File: config.mk
export PLATFORM = sky130hd
export DESIGN_NAME = psum_bram_reader
export DESIGN_NICKNAME = d
export VERILOG_FILES = /design/src/rtl/psum_bram_reader.sv
export SDC_FILE = /design/constraint.sdc
export NUM_CORES = 1
export LEC_CHECK = 0
export BUFFER_PORTS_ARGS = -buffer_cell sky130_fd_sc_hd__buf_2
export CELL_PAD_IN_SITES_DETAIL_PLACEMENT = 0
export CELL_PAD_IN_SITES_GLOBAL_PLACEMENT = 1
export CORE_MARGIN = 1.5
export CORE_UTILIZATION = 47
export DETAILED_ROUTE_END_ITERATION = 12
export PLACE_DENSITY_LB_ADDON = 0.1
export SLEW_MARGIN = 15
export SYNTH_ARGS = -nofsm -noshare
export SYNTH_HDL_FRONTEND = slang
export SYNTH_SLANG_ARGS = --single-unit
File: constraint.sdc
create_clock -name clk -period 8.2 [get_ports clk]
set_clock_uncertainty 0.1 [all_clocks]
set_input_delay 1.23 -clock clk [delete_from_list [all_inputs] [get_ports clk]]
set_output_delay 1.23 -clock clk [all_outputs]
set_load 0.02 [all_outputs]
File: src/rtl/psum_bram_reader.sv
// Drains a block of partial-sum BRAM words as a valid/ready stream; first beat RD_LATENCY+1 cycles after the first read.
// Reads stall on FIFO credit while i_tready is low. Define PSUM_READER_RELU_EN to clamp negative words to zero.
module psum_bram_reader #(
  parameter int ADDR_WIDTH = 32,
  parameter int DATA_WIDTH = 32,
  parameter int NUM_BYTE   = 4,
  parameter int CNT_WIDTH  = 32,
  parameter int RD_LATENCY = 1
) (
  input  logic                  clk,
  input  logic                  rst_n,
  input  logic                  i_start,
  input  logic                  i_abort,
  input  logic [ADDR_WIDTH-1:0] i_base_addr,
  input  logic [CNT_WIDTH-1:0]  i_last_idx,
  output logic                  o_busy,
  output logic                  o_done,
  output logic [ADDR_WIDTH-1:0] mem_addr,
  output logic [DATA_WIDTH-1:0] mem_idat,
  input  logic [DATA_WIDTH-1:0] mem_odat,
  output logic [NUM_BYTE-1:0]   mem_wren,
  output logic                  mem_enb,
  output logic                  mem_rst,
  output logic [DATA_WIDTH-1:0] o_tdata,
  output logic                  o_tvalid,
  input  logic                  i_tready,
  output logic                  o_tlast
);

  localparam int FIFO_DEPTH = RD_LATENCY + 2;
  localparam int PTR_W      = $clog2(FIFO_DEPTH);
  localparam int CNT_W      = $clog2(FIFO_DEPTH + 1) + 1;

  typedef enum logic [1:0] {IDLE, RUN, DRAIN} state_t;

  state_t                  state_q, state_d;
  logic [CNT_WIDTH-1:0]    idx_q, idx_d;
  logic [CNT_WIDTH-1:0]    last_idx_q, last_idx_d;
  logic [ADDR_WIDTH-1:0]   next_addr_q, next_addr_d;
  logic [ADDR_WIDTH-1:0]   mem_addr_q, mem_addr_d;
  logic [RD_LATENCY-1:0]   vld_sr_q, vld_sr_d;
  logic [RD_LATENCY-1:0]   last_sr_q, last_sr_d;
  logic [PTR_W-1:0]        wr_ptr_q, wr_ptr_d;
  logic [PTR_W-1:0]        rd_ptr_q, rd_ptr_d;
  logic [CNT_W-1:0]        count_q, count_d;
  logic [DATA_WIDTH-1:0]   fifo_dat_q [FIFO_DEPTH];
  logic [DATA_WIDTH-1:0]   fifo_dat_d [FIFO_DEPTH];
  logic [FIFO_DEPTH-1:0]   fifo_last_q, fifo_last_d;
  logic                    done_q, done_d;

  logic [CNT_W-1:0]        in_flight;
  logic                    issue;
  logic                    push;
  logic                    pop;
  logic [DATA_WIDTH-1:0]   wr_dat;

  function automatic logic [PTR_W-1:0] ptr_inc(input logic [PTR_W-1:0] p);
    return (p == PTR_W'(FIFO_DEPTH - 1)) ? '0 : p + PTR_W'(1);
  endfunction

  always_comb begin
    in_flight = '0;
    for (int i = 0; i < RD_LATENCY; i++) begin
      in_flight = in_flight + CNT_W'(vld_sr_q[i]);
    end
  end

  // Credit counts reads still in the BRAM pipe plus words already buffered, so a push always has room.
  assign issue = (state_q == RUN) && !i_abort && ((in_flight + count_q) < CNT_W'(FIFO_DEPTH));
  assign push  = vld_sr_q[RD_LATENCY-1];
  assign pop   = (count_q != '0) && i_tready;

`ifdef PSUM_READER_RELU_EN
  assign wr_dat = mem_odat[DATA_WIDTH-1] ? '0 : mem_odat;
`else
  assign wr_dat = mem_odat;
`endif

  always_comb begin
    state_d     = state_q;
    idx_d       = idx_q;
    last_idx_d  = last_idx_q;
    next_addr_d = next_addr_q;
    mem_addr_d  = mem_addr_q;
    vld_sr_d    = vld_sr_q;
    last_sr_d   = last_sr_q;
    wr_ptr_d    = wr_ptr_q;
    rd_ptr_d    = rd_ptr_q;
    count_d     = count_q;
    fifo_dat_d  = fifo_dat_q;
    fifo_last_d = fifo_last_q;
    done_d      = done_q;

    if (i_abort) begin
      state_d   = IDLE;
      vld_sr_d  = '0;
      last_sr_d = '0;
      wr_ptr_d  = '0;
      rd_ptr_d  = '0;
      count_d   = '0;
    end else begin
      vld_sr_d[0]  = issue;
      last_sr_d[0] = issue && (idx_q == last_idx_q);
      for (int i = 1; i < RD_LATENCY; i++) begin
        vld_sr_d[i]  = vld_sr_q[i-1];
        last_sr_d[i] = last_sr_q[i-1];
      end

      if (push) begin
        fifo_dat_d[wr_ptr_q]  = wr_dat;
        fifo_last_d[wr_ptr_q] = last_sr_q[RD_LATENCY-1];
        wr_ptr_d              = ptr_inc(wr_ptr_q);
      end
      if (pop) begin
        rd_ptr_d = ptr_inc(rd_ptr_q);
      end
      count_d = count_q + CNT_W'(push) - CNT_W'(pop);

      case (state_q)
        IDLE: begin
          if (i_start) begin
            state_d     = RUN;
            idx_d       = '0;
            last_idx_d  = i_last_idx;
            next_addr_d = i_base_addr;
            done_d      = 1'b0;
          end
        end
        RUN: begin
          if (issue) begin
            mem_addr_d  = next_addr_q;
            next_addr_d = next_addr_q + ADDR_WIDTH'(NUM_BYTE);
            // Equality test before increment keeps a full-range last_idx from wrapping.
            if (idx_q == last_idx_q) begin
              state_d = DRAIN;
            end else begin
              idx_d = idx_q + CNT_WIDTH'(1);
            end
          end
        end
        DRAIN: begin
          if ((count_q == '0) && (vld_sr_q == '0)) begin
            state_d = IDLE;
            done_d  = 1'b1;
          end
        end
        default: state_d = IDLE;
      endcase
    end
  end

  always_ff @(posedge clk or negedge rst_n) begin
    if (!rst_n) begin
      state_q     <= IDLE;
      idx_q       <= '0;
      last_idx_q  <= '0;
      next_addr_q <= '0;
      mem_addr_q  <= '0;
      vld_sr_q    <= '0;
      last_sr_q   <= '0;
      wr_ptr_q    <= '0;
      rd_ptr_q    <= '0;
      count_q     <= '0;
      fifo_last_q <= '0;
      done_q      <= 1'b0;
      for (int i = 0; i < FIFO_DEPTH; i++) begin
        fifo_dat_q[i] <= '0;
      end
    end else begin
      state_q     <= state_d;
      idx_q       <= idx_d;
      last_idx_q  <= last_idx_d;
      next_addr_q <= next_addr_d;
      mem_addr_q  <= mem_addr_d;
      vld_sr_q    <= vld_sr_d;
      last_sr_q   <= last_sr_d;
      wr_ptr_q    <= wr_ptr_d;
      rd_ptr_q    <= rd_ptr_d;
      count_q     <= count_d;
      fifo_last_q <= fifo_last_d;
      done_q      <= done_d;
      for (int i = 0; i < FIFO_DEPTH; i++) begin
        fifo_dat_q[i] <= fifo_dat_d[i];
      end
    end
  end

  assign o_busy   = (state_q != IDLE);
  assign o_done   = done_q;
  assign mem_enb  = issue;
  assign mem_addr = issue ? next_addr_q : mem_addr_q;
  assign mem_idat = '0;
  assign mem_wren = '0;
  assign mem_rst  = 1'b0;
  assign o_tvalid = (count_q != '0);
  assign o_tdata  = fifo_dat_q[rd_ptr_q];
  assign o_tlast  = o_tvalid && fifo_last_q[rd_ptr_q];

endmodule
# Word level (Yosys, flattened, before mapping)
# Cells that the tools add are included.
[word_totals] inputBits=101 output_inout_bits=106 wordCells=106 reg_bits=239
[op_classes] n_eq_ne=13 n_reduce_logical=24 n_mux=37 order_cmp=7 bitwise=4 n_addsub=6
[op_table] operator="2-to-1 mux 32 bit" count=9
[op_table] operator="one-hot mux 32 bit (2 select lines)" count=2
[op_table] operator="bitwise mux 96 bit" count=1
[op_table] operator="binary-select mux 32 bit (select 2 bit)" count=1
[op_table] operator="demux 32 bit (select 2 bit)" count=1
[op_table] operator="adder 32 x 1 -> 32 bit, second input constant" count=1
[op_table] operator="adder 32 x 3 -> 32 bit, second input constant" count=1
[op_table] operator="equality test 32 bit" count=1
[op_table] operator="2-to-1 mux 2 bit" count=11
[op_table] operator="AND reduction 4 bit" count=3
[op_table] operator="nonzero test 2 bit" count=5
[op_table] operator="!= test 3 bit, second input constant" count=3
[op_table] operator="logical AND 1 bit" count=8
[op_table] operator="!= test 2 bit, second input constant" count=4
[op_table] operator="equality test 2 bit, second input constant" count=3
[op_table] operator=">= comparator 3 bit, second input constant" count=2
[op_table] operator="less-than comparator 2 x 3 -> 1 bit, second input constant" count=2
[op_table] operator="2-to-1 mux 1 bit" count=6
[op_table] operator="inverter 2 -> 3 bit" count=2
[op_table] operator="one-hot mux 2 bit (3 select lines)" count=1
[op_table] operator="AND reduction 5 bit" count=1
[op_table] operator="adder 2 x 1 -> 2 bit, second input constant" count=2
[op_table] operator="AND reduction 2 bit" count=2
[op_table] operator="adder 3 x 1 -> 3 bit" count=1
[op_table] operator="other kinds (17)" count=18

# Longest topological paths before layout
# Gate-level depths: netlist of run 1.
[depth] depth_word=6 mapped_depth=10 ltp_nobuf=9

# Least setup slack after synthesis of run 1
# OpenSTA, ideal clock, no wires.
[synth_timing] path_type="input port to output port" from="in i_abort" to="out mem_addr[11]" path_buffers=3 cell_stages=5 setup_slack_ns=4.307 arrival_time_ns=2.563 required_ns=6.870 cell_sequence="buf_2 -> or3_1 -> clkbuf_1 -> clkbuf_1 -> o21ai_0"
[synth_between] elab_chain_len=4
[synth_rtl] element="start, declared" line="13" rtl="input logic i_abort,"
[synth_rtl] element="zero test 1 bit" line="69" rtl="assign issue = (state_q == RUN) && !i_abort && ((in_flight + count_q) < CNT_W'(FIFO_DEPTH));"
[synth_rtl] element="logical AND 1 bit (2 in series)" line="69"
[synth_rtl] element="2-to-1 mux 32 bit"
[synth_rtl] element="end, declared" line="18" rtl="output logic [ADDR_WIDTH-1:0] mem_addr,"
# Every way passes these cells.

# Final worst setup path of run 1
[layout_timing] from="reg vld_sr_q, in the netlist push" to="out mem_addr[2]"
[layout_between] elab_chain_len=4
[layout_rtl] element="start, declared" line="41" rtl="logic [RD_LATENCY-1:0] vld_sr_q, vld_sr_d;"
[layout_rtl] element="start signal, assigned" line="175" rtl="vld_sr_q <= vld_sr_d;"
[layout_rtl] element="adder 3 x 1 -> 3 bit" line="69"
[layout_rtl] element="less-than comparator 3 x 2 -> 1 bit" line="69"
[layout_rtl] element="logical AND 1 bit" line="69"
[layout_rtl] element="2-to-1 mux 32 bit"
# Every way passes these cells.

==> impl_metrics.toml, run 1 <==
[clock_network]
cts_tree = "yes"
htree_levels = 1
post-cts-setup-buffers = 0
cts.sinks = 239
clk_pin_slew_ps = 60
cts_buffers = 27
clockBufferDepth = 3
postCtsHoldBufs = 0
cts-root-buf = "clkbuf_16"
cts.repair.resized = 0
clk_latency_ps = 530

[power_and_ir_drop]
seqPwrFrac = 0.403
combPwrFrac = 0.317
vdd_ir_drop_max_mv = 0.175
p_per_area_nw_per_um2 = 307
p_int_uw = 2750
switchingPower_uw = 1500
switching_share = 0.354
leakagePower_uw = 0.00665
p_clk_frac = 0.279

[global_routing]
antenna_found_initial = 4
grt_use_total = 0.216
grt_max_degree = 115
grt_pass1_wl_mm = 45.9
grt_pass1_vias = 8746
grt_overflow = 0

[critical_path]
crit_path_max_fanout = 34
reg2reg_to = "idx_q[10]"
r2r_slack_ps = 5090
arrival_ps = 3270
path_cells = "ha_1 -> ha_1 -> and2_1 -> or2_2 -> or3_1 -> inv_2 -> nand2_1 -> nand2_1 -> buf_2"
r2r_cells = 8
path_class = "flip-flop to output pin"
start_kind = "flip-flop"
worst_setup_path_end_kind = "output pin"
crit_family = "simple AND/OR/NAND/NOR gates"
cp.required_ps = 6870
crit_slowest_cell = "inv_2"
cp_slowest_stage_delay_ps = 490
cp_num_buf_inv = 2
worstReg2RegStart = "push"

[timing]
rsz0062_at_grt = "false"
hold_viol_final = 0
period_needed_ps = 4600
tns_ps = 0
worst_pin_slew_ps = 1090
post-route-period-util = 0.560
relSlewSlack = 0.273
finalSetupViolations = 0
clock.fmax_mhz = 218
holdWs_ps = 367
slew_viol_final = 0

[placement]
dp_hpwl_mm = 18.8
gp_congestion = 0.774
port_buffers = 169

[synth]
syn_area_per_cell_um2 = 9.82
synth_ff_type = "dfrtp_1"
yosys_warnings = 0
netlist_area_um2 = 12000
postSynth.asyncResetShare = 1.00
synth_cell_types = 63
yosysSeqAreaShare = 0.500
synth_enable_flop_cells = 0
ys_ff_latch = 239
syn_inst = 1218

[floorplanning]
die_y_um = 163
coreArea_um2 = 25100
start_util = 0.476
num_rows = 58
die_area_um2 = 26400
ios = 207
die_width_um = 163

[route]
met2_length_mm = 13.4
vias_per_cell = 5.28
routed_wl_mm = 28.4
drt_iter0_markers = 508
vias = 9078
wl_met1_mm = 13.1
wire_per_inst_um = 16.5
wl_met3_mm = 1.29
drc = 0
ant_nets = 0
highest_layer = "met4"
drtPass1Iterations = 4

[worst_hold_path]
min-delay-start = "mem_addr_q[20]"
min_to = "mem_addr_q[20]"
holdPathStages = 2
hold_path.class = "flip-flop to flip-flop"

[final_layout]
drive_above_1_share = 0.266
fin_nets = 1472
fillers = 2356
final_util = 0.551
area_growth_pct = 15.8

[job]
drv_cap = 0

[outcome]
outcome = "complete, no violations"
-- power by group through the flow --
stage	clock [uW]	sequential, uW	combinational [uW]
after floorplan	0	1670	983
after global placement	0	1730	1340
after detailed placement	0	1740	1360
after CTS	1220	1720	1370
after global routing	1270	1760	1490
final	1190	1720	1350
-- flip-flops by register name, indices dropped and copies added, names as in the netlist, 2 cells and up --
name and count:
fifo_last_q 3, fifo_dat_q 96, mem_addr_q 32, state_q 2, rd_ptr_q 2, last_idx_q 32
next_addr_q 32, wr_ptr_q 2, count_q 3, idx_q 32
-- synthesized netlist by cell type (all sizes together), types with 3 or more instances --
cell      n  area, um2
or3      10       62.6
o22ai    14       87.6
nand2   317       1190
o31ai     6       68.8
nand3b    3       22.5
xnor2    37        332
or4       5       41.3
a21o      6       45.0
nand2b   12       75.1
nand3    35        180
and2      8       50.1
mux2i    44        440
or2       3       18.8
a21oi    56        314
o21ai    63        334
and3     14       87.6
nor2     46        173
a31oi     5       31.3
clkbuf   36        135
inv      10       37.5
nor3     11       66.3
o32ai     4       35.0
mux2    100       1130
buf      68        464
a311oi    5       50.0
nor4      8       75.1
nand4    21        138
ha        6       75.1
and4      6       52.6
dfrtp   239       5980
-- per-stage QoR --
step	setup WS (ps)	total power [uW]	area, um2	std cells
6_report	3600	4250	13800	1719
4_1_cts	3540	4300	13800	1714
5_1_grt	3340	4520	13800	1718
3_3_place_gp	4000	3070	12900	1665
3_5_place_dp	3980	3100	12900	1665
2_1_floorplan	4310	2650	12100	1254
-- worst reg2reg max path, cell delays in order (launching register included) --
cell,delay (ps)
dfrtp_1,430
ha_1,200
ha_1,280
and2_1,190
o31ai_4,370
nand2_1,560
a311oi_2,550
nand4_1,180
mux2i_1,140
-- cells by family (layout without fill, tap and decap cells) --
kind of cell | after synthesis | count (layout) | share of synthesized area
simple gates | 503 | 503 | 0.191
flops | 239 | 239 | 0.500
compound gates | 172 | 172 | 0.0899
mux | 144 | 144 | 0.131
buf+inv | 115 | 246 | 0.0536
xor+xnor | 38 | 38 | 0.0285
fa+ha+maj | 6 | 6 | 0.00628
other cells | 1 | 41 | 0.000314
-- cell usage in the layout, fill, tap and decap left out, types with 10 or more instances in the layout --
| cell | count |
|---|---|
| or3_1 | 10 |
| nor2_1 | 45 |
| buf_4 | 16 |
| clkbuf_16 | 27 |
| nand2_1 | 316 |
| clkbuf_8 | 10 |
| nand2b_1 | 12 |
| o21ai_0 | 58 |
| mux2i_1 | 44 |
| mux2_2 | 100 |
| dfrtp_1 | 238 |
| xnor2_1 | 36 |
| nand4_1 | 20 |
| o22ai_1 | 14 |
| a21oi_1 | 47 |
| conb_1 | 37 |
| nand3_1 | 33 |
| and3_1 | 14 |
| buf_2 | 168 |
-- area by class of cell --
type	count	area, um2	share of cell area
Multi-Input combinational cell	900	5520	0.398
Clock inverter	4	48.8	0.00352
Clock buffer	45	843	0.0609
Timing Repair Buffer	186	991	0.0716
Inverter	11	41.3	0.00298
Antenna cell	4	10.0	0.000723
Tap cell	330	413	0.0298
Sequential cell	239	5980	0.432
-- worst max path at each step --
stage | endpoint | startpoint | depth (start not counted) | slack [ps]
after floorplan | mem_addr[11] | i_abort | 5 | 4310
after global placement | mem_addr[1] | i_abort | 6 | 4000
after detailed placement | mem_addr[2] | i_abort | 6 | 3980
after CTS | mem_addr[2] | push | 9 | 3540
after global routing | mem_addr[1] | push | 9 | 3340
final | mem_addr[2] | push | 9 | 3600
-- layer usage --
layer,global-route usage,up-vias
met1,0.295,4431
li1,-,4415
met5,0,-
met4,0.0546,0
met3,0.0316,36
met2,0.362,196
Note: power is estimated with default switching activity, not from simulation.
==> inputs of run 2 (changes only) <==
- ABC_AREA: default -> 1
- CORE_UTILIZATION: 47 -> 41
- clock period: 8.2 -> 4.3 ns (I/O delays scaled with it)
==> run 2 against run 1 <==
  * Critical path depth increased by 1
  * Highest routed layer is now met5
  * First-iteration DRC count increased by 24%
  * Via count increased by 16%
  * Sequential share of layout area decreased by 1.5 points
  * Core utilization decreased by 6.7 points
==> impl_metrics.toml, run 2 <==
[outcome]
outcome = "complete, no violations"

[clock_network]
post-cts-setup-buffers = 0
cts.sinks = 239
cts.repair.resized = 0
cts-root-buf = "clkbuf_16"
clockBufferDepth = 3
cts_tree = "yes"
clk_pin_slew_ps = 60
postCtsHoldBufs = 0
cts_buffers = 28
htree_levels = 1
clk_latency_ps = 560

[synth]
syn_area_per_cell_um2 = 7.65
synth_top_area_share = 0.486
synth_area_leader_cell = "dfrtp_1"
postSynth.asyncResetShare = 1.00
yosys_warnings = 0
yosys-top-cells-area = "dfrtp_1 (49%), nand2_1 (17%), o21ai_0 (6.4%), nor2_1 (4.1%), inv_1 (3.7%)"
synth_cell_types = 40
synth_enable_flop_cells = 0
ys_ff_latch = 239
syn_inst = 1607
synth_commonest_cells = "nand2_1 (550), dfrtp_1 (239), o21ai_0 (157)"
synth_ff_type = "dfrtp_1"
yosysSeqAreaShare = 0.486
yosysMostFrequentCell = "nand2_1"
netlist_area_um2 = 12300

[critical_path]
start_kind = "flip-flop"
r2r_slack_ps = 1540
arrival_ps = 3120
cp.required_ps = 3560
crit_path_max_fanout = 50
worstReg2RegStart = "count_q[0]"
r2r_cells = 11
worst_setup_path_end_kind = "output pin"
reg2reg_to = "idx_q[19]"
path_class = "flip-flop to output pin"

[timing]
post-route-period-util = 0.898
slew_viol_final = 0
rsz0062_at_grt = "false"
relSlewSlack = 0.418
tns_ps = 0
hold_viol_final = 0
finalSetupViolations = 0
clock.fmax_mhz = 259
worst_pin_slew_ps = 872
period_needed_ps = 3860

[final_layout]
drive_above_1_share = 0.141
seq_area_um2 = 5980
layout_common_cells = "nand2_1 (550), dfrtp_1 (239), buf_2 (168), o21ai_0 (157), nor2_1 (131)"
fin_nets = 1855
fillers = 3063
multi_input_area_um2 = 5410
largest_reg_flops = 96
num_antenna_cells = 0
area_growth_pct = 16.5
mostFrequentLayoutCell = "nand2_1"
regMostFlops = "fifo_dat_q"

[floorplanning]
coreArea_um2 = 29600
die_area_um2 = 31000
start_util = 0.416
ios = 207
num_rows = 63
die_width_um = 176
die_y_um = 176

[job]
drv_cap = 0

[route]
wire_per_inst_um = 14.9
drt_iter0_markers = 632
vias_per_cell = 4.86
routed_wl_mm = 32.3
vias = 10506
drtPass1Iterations = 5
drc = 0
ant_nets = 0

[global_routing]
grt_use_total = 0.210
grt_overflow = 0
grt_pass1_wl_mm = 52.4
grt_max_degree = 100
antenna_found_initial = 1
grt_pass1_vias = 9991

[worst_hold_path]
hold_path.class = "input pin to asynchronous set/reset pin"

[placement]
port_buffers = 169
dp_hpwl_mm = 22.3
gp_congestion = 0.847

[power_and_ir_drop]
p_per_area_nw_per_um2 = 573
vdd_ir_drop_max_mv = 0.376
leakagePower_uw = 0.00707
p_total_uw = 8210
[run 2: kinds of logic after synthesis]
logic type | after synthesis | synth area share
AND/OR/NAND/NOR | 787 | 0.255
AO/OA/AOI/OAI | 274 | 0.121
buffers and inverters | 239 | 0.0878
flip-flops | 239 | 0.486
XOR/XNOR | 61 | 0.0434
adder cells (fa/ha/maj) | 6 | 0.00610
other | 1 | 0.000305
[run 2: power breakdown]
group | switching, uW | internal (uW) | leakage [uW] | total (uW)
Sequential | 318 | 2810 | 0.00311 | 3120
Combinational | 1760 | 875 | 0.00348 | 2640
Clock | 949 | 1500 | 0.000481 | 2450
Total | 3030 | 5180 | 0.00707 | 8210
[run 2: final cells by class]
type                            count  share of cell area
Sequential cell                   239               0.417
Tap cell                          390              0.0341
Multi-Input combinational cell   1165               0.377
Inverter                          128              0.0336
Timing Repair Buffer              186              0.0695
Clock buffer                       42              0.0575
Clock inverter                     10              0.0105
[run 2: worst max path at each step]
stage               cells after the start      endpoint       start
finish                                 10  mem_addr[29]  count_q[0]
global route                           10   mem_addr[3]  count_q[0]
global placement                       10   mem_addr[2]  count_q[0]
floorplan                               8   mem_addr[3]  count_q[0]
CTS                                    10  mem_addr[28]  count_q[0]
detailed placement                     10  mem_addr[28]  count_q[0]
[run 2: metal layers]
| metal | part of all wire | GRT usage | wire length (um) | vias to the layer above |
|---|---|---|---|---|
| li1 | - | - | - | 5337 |
| met2 | 0.45 | 0.337 | 14500 | 243 |
| met5 | 0.00040 | 0 | 13 | - |
| met4 | 0.019 | 0.0445 | 603 | 2 |
| met1 | 0.48 | 0.301 | 15600 | 4877 |
| met3 | 0.049 | 0.0319 | 1590 | 47 |
[run 2: through the flow]
step	instances	utilization	cell area, um2	hold WS (ps)	setup WS, ps
after floorplan	1643	-	12400	249	1380
after global placement	2108	0.452	13400	353	1070
after detailed placement	2108	0.452	13400	357	984
after CTS	2160	0.485	14300	41.6	376
after global routing	2160	0.485	14300	57.9	139
final	2160	0.485	14300	12.8	437
[run 2: critical path: stages, from the launching register on]
cell and delay [ps]:
dfrtp_1 390, ha_1 210, ha_1 180, xnor2_1 150, nand2_1 180, nor3_4 60, inv_2 570, buf_4 410
nand2_1 110, o21ai_1 100, buf_2 180
==> inputs of run 3 (changes only) <==
- BUFFER_PORTS_ARGS: -buffer_cell sky130_fd_sc_hd__buf_2 -> -buffer_cell sky130_fd_sc_hd__clkbuf_2
- CORE_ASPECT_RATIO: default -> 1.75
==> run 3 against run 2 <==
  * Design area is 1.3% lower
  * Global-route usage is 0.98 points higher
  * Largest power group unchanged
  * Power is 4.3% lower
  * Sequential power barely moved
  * Setup slack better by 31 ps
  * Final cell count is 0.56% lower
  * Non-clock buffer count rose by 2
  * Critical path depth is the same
==> impl_metrics.toml, run 3 (same netlist as run 2, synthesis figures left out) <==
[outcome]
outcome = "complete, no violations"

[timing]
hold_viol_final = 0
period_needed_ps = 3830
slew_viol_final = 0
rsz0062_at_grt = "false"
finalSetupViolations = 0
worst_pin_slew_ps = 793
post-route-period-util = 0.891
tns_ps = 0
relSlewSlack = 0.471
clock.fmax_mhz = 261

[clock_network]
post-cts-setup-buffers = 0
postCtsHoldBufs = 1
clk_pin_slew_ps = 60
cts-root-buf = "clkbuf_16"
cts.repair.resized = 0
htree_levels = 1
clk_latency_ps = 540
cts_tree = "yes"
clockBufferDepth = 3
cts.sinks = 239
cts_buffers = 25

[placement]
dp_hpwl_mm = 23.8
gp_congestion = 0.876
port_buffers = 169
post-place-cells = 2101

[final_layout]
drive_above_1_share = 0.137
mostFrequentLayoutCell = "nand2_1"
largest_reg_flops = 96
fin_nets = 1854
regMostFlops = "fifo_dat_q"
area_growth_pct = 14.9
final_cells = 2148
layout_common_cells = "nand2_1 (550), dfrtp_1 (239), clkbuf_2 (168), o21ai_0 (157), nor2_1 (131)"

[critical_path]
worst_setup_path_end_kind = "output pin"
r2r_cells = 11
start_kind = "flip-flop"
reg2reg_to = "idx_q[13]"
worstReg2RegStart = "state_q[0]"
path_class = "flip-flop to output pin"
r2r_slack_ps = 1430
arrival_ps = 3090
cp.required_ps = 3560
crit_path_max_fanout = 41

[worst_hold_path]
hold_path.class = "input pin to flip-flop"
min-delay-start = "i_last_idx[5]"
min_to = "last_idx_q[5]"
holdPathStages = 3

[route]
routed_wl_mm = 33.6
drt_iter0_markers = 525
drc = 0
drtPass1Iterations = 6
vias = 10640
vias_per_cell = 4.95
ant_nets = 0
wire_per_inst_um = 15.6

[power_and_ir_drop]
leakagePower_uw = 0.00697
p_per_area_nw_per_um2 = 556
vdd_ir_drop_max_mv = 0.307

[global_routing]
grt_pass1_wl_mm = 54.2
grt_use_total = 0.220
antenna_found_initial = 3
grt_overflow = 0
grt_max_degree = 84
grt_pass1_vias = 10433

[job]
drv_cap = 0

[floorplanning]
start_util = 0.418
ios = 207
num_rows = 83
die_y_um = 232
die_area_um2 = 31100
coreArea_um2 = 29400
die_width_um = 134
## run 3: metal layers
metal	vias to the layer above	global-route usage	part of all wire
li1	5344	-	-
met1	4968	0.264	0.41
met2	266	0.400	0.51
met3	62	0.0255	0.042
met4	0	0.0832	0.034
met5	-	0	0
## run 3: final cells by class
class / instances / area [um2]
Tap cell: 382 / 478
Sequential cell: 239 / 5980
Timing Repair Buffer: 188 / 1010
Clock inverter: 9 / 86.3
Inverter: 128 / 482
Antenna cell: 3 / 7.51
Fill cell: 3021 / 15300
Multi-Input combinational cell: 1165 / 5410
Clock buffer: 34 / 679
## run 3: worst max-delay path, cell delays in order, from the launching register on
cell and delay [ps]:
dfrtp_1 380, ha_1 200, ha_1 190, xnor2_1 150, nand2_1 200, nor3_4 60, inv_2 490, buf_4 450
nand2_1 120, o21ai_0 100, clkbuf_2 190
## run 3: report_power, final
| group | switching [uW] | internal [uW] |
|---|---|---|
| clock network | 901 | 1170 |
| registers | 323 | 2800 |
| logic | 1800 | 872 |
| total | 3020 | 4840 |
## run 3: how the worst max path moves through the flow
stage,slack [ps],end,cells after the start,start
3_3_place_gp,1060,mem_addr[11],10,count_q[0]
3_5_place_dp,1020,mem_addr[7],10,count_q[0]
4_1_cts,420,mem_addr[7],10,count_q[0]
5_1_grt,180,mem_addr[6],10,count_q[0]
6_report,470,mem_addr[3],10,count_q[0]
2_1_floorplan,1380,mem_addr[3],8,count_q[0]
## run 3: through the flow
step                hold WS, ps  utilization  worst slack (ps)  instance area (um2)  power (uW)
floorplan                   249            -              1380                12400        4930
global placement            359        0.454              1060                13400        5820
detailed placement          354        0.454              1020                13400        5860
CTS                         172        0.481               425                14100        7980
global route                200        0.481               179                14100        8420
finish                      199        0.481               468                14100        7860
